File: config.mk
export PLATFORM = sky130hd
export DESIGN_NAME = tcp_session_responder
export DESIGN_NICKNAME = d
export VERILOG_FILES = /design/src/rtl/tcp_session_responder.sv
export SDC_FILE = /design/constraint.sdc
export NUM_CORES = 1
export LEC_CHECK = 0
export ABC_AREA = 1
export CAP_MARGIN = 20
export CORE_MARGIN = 8
export CORE_UTILIZATION = 45
export CTS_BUF_LIST = sky130_fd_sc_hd__clkbuf_16
export CTS_CLUSTER_SIZE = 12
export DETAILED_ROUTE_END_ITERATION = 8
export DONT_BUFFER_PORTS = 1
export PLACE_DENSITY = 0.64
export SLEW_MARGIN = 25
export SYNTH_ARGS = -nofsm -noshare
export SYNTH_HDL_FRONTEND = slang
export SYNTH_SLANG_ARGS = --single-unit
File: constraint.sdc
create_clock -name aclk -period 4 [get_ports aclk]
set_clock_uncertainty 0.1 [all_clocks]
set_input_delay 0.6 -clock aclk [delete_from_list [all_inputs] [get_ports aclk]]
set_output_delay 0.6 -clock aclk [all_outputs]
set_load 0.005 [all_outputs]
File: src/rtl/tcp_session_responder.sv
// TCP session responder: hands out session IDs from a bitmap pool, issues a
// connect command to the stack, waits (with timeout) for the establishment
// status and answers the requester. Close requests release pool entries.
module tcp_session_responder #(
   parameter int unsigned SID_BITS       = 6,
   parameter int unsigned TIMEOUT_CYCLES = 1024
) (
   input  logic                aclk,
   input  logic                aresetn,
   // open request from the application
   input  logic                s_open_req_valid,
   output logic                s_open_req_ready,
   input  logic [31:0]         s_open_req_ip_address,
   input  logic [15:0]         s_open_req_ip_port,
   // close request from the application
   input  logic                s_close_req_valid,
   output logic                s_close_req_ready,
   input  logic [SID_BITS-1:0] s_close_req_sid,
   // connect command towards the TCP stack
   output logic                m_conn_valid,
   input  logic                m_conn_ready,
   output logic [SID_BITS-1:0] m_conn_sid,
   output logic [31:0]         m_conn_ip_address,
   output logic [15:0]         m_conn_ip_port,
   // establishment status from the TCP stack
   input  logic                s_est_valid,
   output logic                s_est_ready,
   input  logic [SID_BITS-1:0] s_est_sid,
   input  logic                s_est_success,
   // open response to the application
   output logic                m_open_rsp_valid,
   input  logic                m_open_rsp_ready,
   output logic [SID_BITS-1:0] m_open_rsp_sid,
   output logic                m_open_rsp_success,
   // status
   output logic [SID_BITS:0]   active_cnt,
   output logic                close_err
);

   localparam int unsigned NumSess = 1 << SID_BITS;
   localparam logic [19:0] TmoLast = 20'(TIMEOUT_CYCLES - 1);

   typedef enum logic [2:0] {
      StIdle,
      StAlloc,
      StConn,
      StWaitEst,
      StRsp,
      StClose
   } state_t;

   state_t              r_state;
   logic [NumSess-1:0]  r_bitmap;
   logic [SID_BITS:0]   r_active_cnt;
   logic [19:0]         r_tmo_cnt;
   logic [SID_BITS-1:0] r_cur_sid;
   logic [SID_BITS-1:0] r_close_sid;
   logic [31:0]         r_ip;
   logic [15:0]         r_port;
   logic                r_conn_valid;
   logic                r_est_ready;
   logic                r_rsp_valid;
   logic [SID_BITS-1:0] r_rsp_sid;
   logic                r_rsp_success;
   logic                r_close_err;

   logic                w_idle;
   logic                w_free_found;
   logic [SID_BITS-1:0] w_free_idx;
   logic                w_est_match;
   logic                w_tmo;

   // Readies depend on the incoming valids so close can win over open in the
   // same cycle; gated by reset so they read 0 while the block is held.
   always_comb begin
      w_idle            = (r_state == StIdle) && aresetn;
      s_close_req_ready = w_idle;
      s_open_req_ready  = w_idle && !s_close_req_valid;
   end

   // Lowest-index free pool entry (scan from the top so the lowest wins)
   always_comb begin
      w_free_found = 1'b0;
      w_free_idx   = '0;
      for (int i = int'(NumSess) - 1; i >= 0; i--) begin
         if (!r_bitmap[i]) begin
            w_free_found = 1'b1;
            w_free_idx   = SID_BITS'(i);
         end
      end
   end

   // Establishment beat for the session in flight, and timeout expiry
   always_comb begin
      w_est_match = s_est_valid && r_est_ready && (s_est_sid == r_cur_sid);
      w_tmo       = (r_tmo_cnt == TmoLast);
   end

   // Session FSM with pool bitmap, counter and all registered outputs
   always_ff @(posedge aclk or negedge aresetn) begin
      if (!aresetn) begin
         r_state       <= StIdle;
         r_bitmap      <= '0;
         r_active_cnt  <= '0;
         r_tmo_cnt     <= '0;
         r_cur_sid     <= '0;
         r_close_sid   <= '0;
         r_ip          <= '0;
         r_port        <= '0;
         r_conn_valid  <= 1'b0;
         r_est_ready   <= 1'b0;
         r_rsp_valid   <= 1'b0;
         r_rsp_sid     <= '0;
         r_rsp_success <= 1'b0;
         r_close_err   <= 1'b0;
      end else begin
         r_close_err <= 1'b0;
         unique case (r_state)
            StIdle: begin
               if (s_close_req_valid) begin
                  r_close_sid <= s_close_req_sid;
                  r_state     <= StClose;
               end else if (s_open_req_valid) begin
                  r_ip    <= s_open_req_ip_address;
                  r_port  <= s_open_req_ip_port;
                  r_state <= StAlloc;
               end
            end

            StAlloc: begin
               if (w_free_found) begin
                  r_bitmap[w_free_idx] <= 1'b1;
                  r_cur_sid            <= w_free_idx;
                  r_active_cnt         <= r_active_cnt + 1'b1;
                  r_conn_valid         <= 1'b1;
                  r_state              <= StConn;
               end else begin
                  // Pool exhausted: refuse without talking to the stack
                  r_rsp_sid     <= '0;
                  r_rsp_success <= 1'b0;
                  r_rsp_valid   <= 1'b1;
                  r_state       <= StRsp;
               end
            end

            StConn: begin
               if (m_conn_ready) begin
                  r_conn_valid <= 1'b0;
                  r_tmo_cnt    <= '0;
                  r_est_ready  <= 1'b1;
                  r_state      <= StWaitEst;
               end
            end

            StWaitEst: begin
               r_tmo_cnt <= r_tmo_cnt + 1'b1;
               // A matching beat beats the timeout in the expiry cycle
               if (w_est_match) begin
                  if (!s_est_success) begin
                     r_bitmap[r_cur_sid] <= 1'b0;
                     r_active_cnt        <= r_active_cnt - 1'b1;
                  end
                  r_rsp_sid     <= r_cur_sid;
                  r_rsp_success <= s_est_success;
                  r_rsp_valid   <= 1'b1;
                  r_est_ready   <= 1'b0;
                  r_state       <= StRsp;
               end else if (w_tmo) begin
                  r_bitmap[r_cur_sid] <= 1'b0;
                  r_active_cnt        <= r_active_cnt - 1'b1;
                  r_rsp_sid           <= r_cur_sid;
                  r_rsp_success       <= 1'b0;
                  r_rsp_valid         <= 1'b1;
                  r_est_ready         <= 1'b0;
                  r_state             <= StRsp;
               end
            end

            StRsp: begin
               if (m_open_rsp_ready) begin
                  r_rsp_valid <= 1'b0;
                  r_state     <= StIdle;
               end
            end

            StClose: begin
               if (r_bitmap[r_close_sid]) begin
                  r_bitmap[r_close_sid] <= 1'b0;
                  r_active_cnt          <= r_active_cnt - 1'b1;
               end else begin
                  r_close_err <= 1'b1;
               end
               r_state <= StIdle;
            end

            default: r_state <= StIdle;
         endcase
      end
   end

   // Output wiring
   always_comb begin
      m_conn_valid       = r_conn_valid;
      m_conn_sid         = r_cur_sid;
      m_conn_ip_address  = r_ip;
      m_conn_ip_port     = r_port;
      s_est_ready        = r_est_ready;
      m_open_rsp_valid   = r_rsp_valid;
      m_open_rsp_sid     = r_rsp_sid;
      m_open_rsp_success = r_rsp_success;
      active_cnt         = r_active_cnt;
      close_err          = r_close_err;
   end

endmodule

==> impl_metrics.env, run 1 <==
export IMPL_fin_crit_ns=4.65
export IMPL_slew_headroom_pct=36.8
export IMPL_grt_start_max_net_pins=167
export IMPL_use_met1_pct=37.4
export IMPL_dpl_instance_area_um2=10800
export IMPL_r2r_end="r_bitmap[38]"
export IMPL_syn_nets=1362
export IMPL_die_w_um=164
export IMPL_grt_pass1_wl_um=58400
export IMPL_path_clk_slew_ns=0.07
export IMPL_finalSetupViolCount=64
export IMPL_drt_total_wl_um=38100
export IMPL_critPathMaxStageDelay_ns=0.38
export IMPL_ff2ff_setup_slack_ns=-0.65
export IMPL_drtAntennaViolNets=0
export IMPL_p_total_mw=3.38
export IMPL_critPathCaptureType="flop"
export IMPL_critPathLaunch="r_bitmap[63]"
export IMPL_placed_cells=1624
export IMPL_fin_nets=1445
export IMPL_cts_sinks=165
export IMPL_violations="negative hold slack, negative setup slack"
export IMPL_clockBufferDepth=2
export IMPL_post_route_period_util_pct=116
export IMPL_dp_worst_setup_slack_ns=-0.670
export IMPL_drtIter0Drc=1194
export IMPL_start_util_pct=45.5
export IMPL_firstDrtPassIters=5
export IMPL_cts_inserted_buffers=17
export IMPL_grt_total_usage_pct=28.6
export IMPL_vdd_drop_max_uv=244
export IMPL_ys_ff_latch=165
export IMPL_port_buffers=0
export IMPL_crit_path_start_kind="flop"
export IMPL_status="finished, violations left"
export IMPL_post_route_drc_count=0
export IMPL_cts_root_buf="clkbuf_16"
export IMPL_wl_per_cell_um=22.9
export IMPL_crit_arrival_ns=4.90
export IMPL_rsz0062_at_grt="yes"
export IMPL_slowest_stage="dfrtp_1"
export IMPL_die_y_um=164
export IMPL_min_path_type="in2async"
export IMPL_synth_edff_count=0
export IMPL_powerDensity_nw_per_um2=292
export IMPL_reg2reg_from="r_bitmap[63]"
export IMPL_hold_violations=165
export IMPL_drv_slew=0
export IMPL_drive_gt1_share_pct=16.4
export IMPL_yosys_warnings=0
export IMPL_dieArea_um2=26800
export IMPL_synthFlopType="dfrtp_1"
export IMPL_cts_tree="built"
export IMPL_cp_max_fo=7
export IMPL_setup_ws_ns=-0.651
export IMPL_antenna_found_initial=0
export IMPL_crit_type="reg2reg"
export IMPL_hpwlAfterDp_um=27900
export IMPL_avgSynthCellArea_um2=7.64
export IMPL_overflow=0
export IMPL_drt_vias_per_instance=6.03
export IMPL_pin_count=142
export IMPL_grt_pass1_vias=9677
export IMPL_gp_congestion=1.04
export IMPL_post_synth_num_cell_types=48
export IMPL_p_leak_nw=5.19
export IMPL_syn_area_um2=9830
export IMPL_worst_r2r_cell_count=67
export IMPL_worst_pin_slew_ns=0.943
export IMPL_final_area_um2=11600
export IMPL_clock_insertion_delay_worst_skew_ns=0.43
export IMPL_synthArstFlopShare_pct=100
export IMPL_busiest_layer="met2"
export IMPL_grtUsageMet3_pct=8.27
export IMPL_final_util_pct=53.5
export IMPL_n_antenna_cell=0
export IMPL_max_freq_ghz=0.215
export IMPL_drv_cap=0
export IMPL_coreArea_um2=21600
export IMPL_syn2layout_area_growth_pct=17.6
export IMPL_vias=10000
export IMPL_layout_cells_non_filler=1662
export IMPL_htree_levels=4
export IMPL_finalHoldWorstSlack_ns=-0.239
export IMPL_required_ns=4.25
export IMPL_fp_row_count=54
export IMPL_use_met2_pct=42.4
export IMPL_crit_path_end="r_bitmap[38]"
export IMPL_cpMostUsedCell="nand2_1"
export IMPL_fin_tns_setup_ns=-30.32
export IMPL_ys_seq_area_share_pct=42.0
export IMPL_syn_inst=1287
synthesized netlist by cell type (2+ instances only):
library cell | instances | share of area (%)
o31ai_1 | 6 | 0.46
nand3_1 | 26 | 1.3
xor2_1 | 3 | 0.27
a21oi_1 | 91 | 4.6
clkinv_1 | 2 | 0.076
nand2_1 | 269 | 10
nor2_2 | 2 | 0.13
o41ai_1 | 2 | 0.18
a211oi_1 | 2 | 0.15
nor2_4 | 2 | 0.23
nand2_4 | 3 | 0.34
nor3_1 | 49 | 2.5
ha_1 | 6 | 0.76
clkbuf_1 | 26 | 0.99
a31oi_1 | 12 | 0.76
xnor2_1 | 6 | 0.53
dfrtp_1 | 165 | 42
a22oi_1 | 10 | 0.76
a221oi_1 | 25 | 2.2
inv_1 | 174 | 6.6
buf_1 | 3 | 0.11
o21ai_0 | 54 | 2.7
o211ai_1 | 9 | 0.69
nor2_1 | 169 | 6.5
a21oi_2 | 3 | 0.27
a31o_2 | 2 | 0.18
nand4_1 | 21 | 1.3
o2111ai_1 | 5 | 0.45
o221ai_1 | 33 | 2.9
buf_2 | 4 | 0.20
nor4_1 | 16 | 1.0
o22ai_1 | 24 | 1.5
mux2_2 | 48 | 5.5
worst max-delay path: cells and delay by family (launching register included):
kind	cells	cell delay, ns
buffers and inverters	2	0.19
flip-flops	1	0.38
AO/OA/AOI/OAI	1	0.17
AND/OR/NAND/NOR	64	3.76
area by class of cell:
type	instances	area, µm²
clock buffer	17	425
clock inverter	14	158
fill	2098	10100
inverter	177	664
multi-input combinational	911	5040
sequential	165	4130
tap	280	350
timing repair buffer	98	793
kinds of logic (layout without fill, tap and decap cells):
| group | after synthesis | after routing | share of synthesized area [%] |
|---|---|---|---|
| simple gates | 559 | 559 | 23.7 |
| fa+ha+maj | 7 | 7 | 0.967 |
| xor+xnor | 9 | 9 | 0.802 |
| buf+inv | 211 | 306 | 8.18 |
| mux | 48 | 48 | 5.50 |
| compound gates | 288 | 288 | 18.8 |
| flops | 165 | 165 | 42.0 |
how the worst min path moves through the flow:
stage               startpoint            end  slack (ns)  cells past startpoint
finish                 aresetn    r_bitmap[9]       -0.24                      0
global route           aresetn   r_bitmap[11]       -0.26                      0
CTS                    aresetn    r_bitmap[9]       -0.25                      0
detailed placement     aresetn    r_bitmap[9]        0.21                      0
global placement       aresetn  m_conn_sid[1]        0.21                      0
floorplan              aresetn  active_cnt[0]        0.20                      0
routing by layer:
metal  wire, µm  vias to the layer above
met1      15300                     4697
met5          0                        -
li1           -                     4572
met4       2020                        0
met3       4470                      131
met2      16300                      615
layout by cell type (no fill, tap or decap), drive strengths merged, types with 2 or more instances in the layout:
cell / instances
nand2: 273
inv: 183
nor2: 173
dfrtp: 165
buf: 98
a21oi: 94
o21ai: 54
nor3: 49
mux2: 48
o221ai: 33
nand3: 26
a221oi: 25
o22ai: 24
nand4: 21
clkbuf: 17
nor4: 16
a31oi: 12
a22oi: 10
o211ai: 9
clkinv: 8
xnor2: 6
o31ai: 6
ha: 6
o2111ai: 5
xor2: 3
a211oi: 2
o41ai: 2
a31o: 2
power by group:
group          switching [mW]  internal (mW)  total (mW)
Combinational         0.00530         0.0149      0.0202
Sequential             0.0159           1.69        1.70
Clock                   0.820          0.838        1.66
Total                   0.842           2.54        3.38
what timing repair did:
item	in CTS	in global routing
buffers inserted	6	3
pin swaps	9	10
gates resized for setup	26	16
hold endpoints to repair	165	165
endpoints found under the setup margin	64	64
state kept, by name (all words and copies together), names as in the netlist, 3 cells and up:
signal             count
r_state                3
m_conn_sid             6
r_bitmap              64
m_conn_ip_address     32
m_open_rsp_sid         6
r_tmo_cnt             20
active_cnt             7
m_conn_ip_port        16
r_close_sid            6
Note: power is estimated with default switching activity, not from simulation.
==> inputs of run 2 (changes only) <==
--- a/config.mk
+++ b/config.mk
@@ -7,6 +7,7 @@
 export LEC_CHECK = 0
 export ABC_AREA = 1
 export CAP_MARGIN = 20
+export CORE_ASPECT_RATIO = 1.1
 export CORE_MARGIN = 8
 export CORE_UTILIZATION = 45
 export CTS_BUF_LIST = sky130_fd_sc_hd__clkbuf_16
==> run 2 against run 1 <==
  * First-iteration DRC count decreased by 11%
  * Sequential power about the same
  * Routed wire length grew 0.94%
  * Utilization is 1.6 points higher
  * Die area barely moved
  * The run still ends with negative hold slack, negative setup slack left
  * Worst setup slack better by 0.025 ns
  * Total power up 1.1%
  * Highest routed layer unchanged
  * Non-clock buffer count shrank 2
  * Critical path depth did not move
  * Clock power up 2%
  * Worst hold slack got worse by 0.0060 ns
==> impl_metrics.env, run 2 (same netlist as run 1, synthesis figures left out) <==
export IMPL_cts_tree="built"
export IMPL_worst_path_buf_inv=2
export IMPL_worst_r2r_cell_count=67
export IMPL_n_antenna_cell=0
export IMPL_violations="negative hold slack, negative setup slack"
export IMPL_required_ns=4.26
export IMPL_port_buffers=0
export IMPL_wl_per_cell_um=23.0
export IMPL_firstDrtPassIters=5
export IMPL_cts_root_buf="clkbuf_16"
export IMPL_rsz0062_at_grt="yes"
export IMPL_hold_violations=165
export IMPL_final_cell_mix="nand2_1, inv_1, nor2_1, dfrtp_1, buf_4"
export IMPL_fp_row_count=56
export IMPL_pin_count=142
export IMPL_crit_arrival_ns=4.89
export IMPL_syn2layout_area_growth_pct=19.6
export IMPL_cp_depth=67
export IMPL_fin_crit_ns=4.63
export IMPL_drv_slew=0
export IMPL_layout_commonest_cell="nand2_1"
export IMPL_drtIter0Drc=1067
export IMPL_path_clk_slew_ns=0.08
export IMPL_coreArea_um2=21400
export IMPL_htree_levels=4
export IMPL_vdd_drop_max_uv=242
export IMPL_cpMostUsedCell="nand2_1"
export IMPL_crit_type="reg2reg"
export IMPL_drt_vias_per_instance=6.13
export IMPL_cts_inserted_buffers=17
export IMPL_crit_path_end="r_bitmap[30]"
export IMPL_grt_pass1_wl_um=59200
export IMPL_die_y_um=171
export IMPL_fin_nets=1443
export IMPL_largest_register_ffs=64
export IMPL_finalSetupViolCount=64
export IMPL_die_w_um=157
export IMPL_grt_start_max_net_pins=167
export IMPL_critPathLaunch="r_bitmap[63]"
export IMPL_min_path_type="in2async"
export IMPL_fin_tns_setup_ns=-33.01
export IMPL_clock_insertion_delay_worst_skew_ns=0.44
export IMPL_start_util_pct=46.0
export IMPL_drv_cap=0
export IMPL_gp_congestion=1.01
export IMPL_drt_total_wl_um=38500
export IMPL_post_route_drc_count=0
export IMPL_worst_pin_slew_ns=1.40
export IMPL_hpwlAfterDp_um=28500
export IMPL_status="finished, violations left"
export IMPL_reg2reg_from="r_bitmap[63]"
export IMPL_placed_cells=1633
export IMPL_post_route_period_util_pct=116
export IMPL_slew_headroom_pct=5.77
export IMPL_setup_ws_ns=-0.625
export IMPL_overflow=0
export IMPL_vias=10200
export IMPL_critPathCaptureType="flop"
export IMPL_layout_cells_non_filler=1671
export IMPL_grt_pass1_vias=10200
export IMPL_slowest_stage="dfrtp_1"
export IMPL_grt_total_usage_pct=28.9
export IMPL_dieArea_um2=26800
export IMPL_ff2ff_setup_slack_ns=-0.63
export IMPL_cp_top_family="simple AND/OR/NAND/NOR gates"
export IMPL_critPathMaxStageDelay_ns=0.37
export IMPL_antenna_found_initial=0
export IMPL_cts_sinks=165
export IMPL_max_freq_ghz=0.216
export IMPL_fillCellCount=2027
export IMPL_p_leak_nw=5.30
export IMPL_clockBufferDepth=2
export IMPL_cp_max_fo=7
export IMPL_drtAntennaViolNets=0
export IMPL_regMostFlops="r_bitmap"
export IMPL_r2r_end="r_bitmap[30]"
export IMPL_drive_gt1_share_pct=18.4
export IMPL_powerDensity_nw_per_um2=291
export IMPL_crit_path_start_kind="flop"
export IMPL_finalHoldWorstSlack_ns=-0.245
==> run 2: repair_timing <==
action / 4_1_cts / 5_1_grt
gates cloned: 0 / 0
gates resized for setup: 15 / 85
hold endpoints to repair: 165 / 165
pin swaps: 6 / 31
setup endpoints to repair: 64 / 65
setup buffers: 2 / 4
==> run 2: stage by stage <==
stage               power, mW  cell area, µm²  setup WS (ns)  util [%]
floorplan                1.75            9830          0.109         -
global placement         1.75           10800         -0.594      50.3
detailed placement       1.75           10800         -0.603      50.3
CTS                      3.45           11400         -0.502      53.4
global route             3.51           11800          -1.29      55.0
finish                   3.42           11800         -0.625      55.0
==> run 2: area by class of cell <==
type,count,area [µm²],share of cell area [%]
Tap cell,290,363,3.08
Clock buffer,17,425,3.62
Multi-Input combinational cell,911,5230,44.4
Sequential cell,165,4130,35.1
Clock inverter,15,179,1.52
Timing Repair Buffer,96,778,6.62
Inverter,177,664,5.65
==> run 2: worst reg2reg max path: cells and delay by family (launching register included) <==
| family | cells | cell delay [ns] |
|---|---|---|
| AOI/OAI and AO/OA | 1 | 0.15 |
| buffers and inverters | 2 | 0.17 |
| DFF | 1 | 0.37 |
| and+or+nand+nor | 64 | 3.80 |
==> run 2: per-layer routing <==
metal | part of all wire, % | track usage (%)
met1 | 39 | 35.8
met2 | 44 | 44.3
met3 | 11 | 7.87
met4 | 6.4 | 17.6
met5 | 0 | 0
==> run 2: worst min-delay path by stage <==
stage,end,slack (ns)
6_report,r_tmo_cnt[14],-0.25
5_1_grt,r_tmo_cnt[15],-0.26
4_1_cts,r_tmo_cnt[14],-0.26
3_5_place_dp,r_tmo_cnt[14],0.21
3_3_place_gp,r_tmo_cnt[14],0.21
2_1_floorplan,active_cnt[0],0.20
==> run 2: where the power goes <==
part           switching [mW]  total (mW)  internal [mW]
clock                   0.848        1.70          0.850
sequential             0.0157        1.70           1.69
combinational         0.00534      0.0203         0.0149
total                   0.869        3.42           2.55
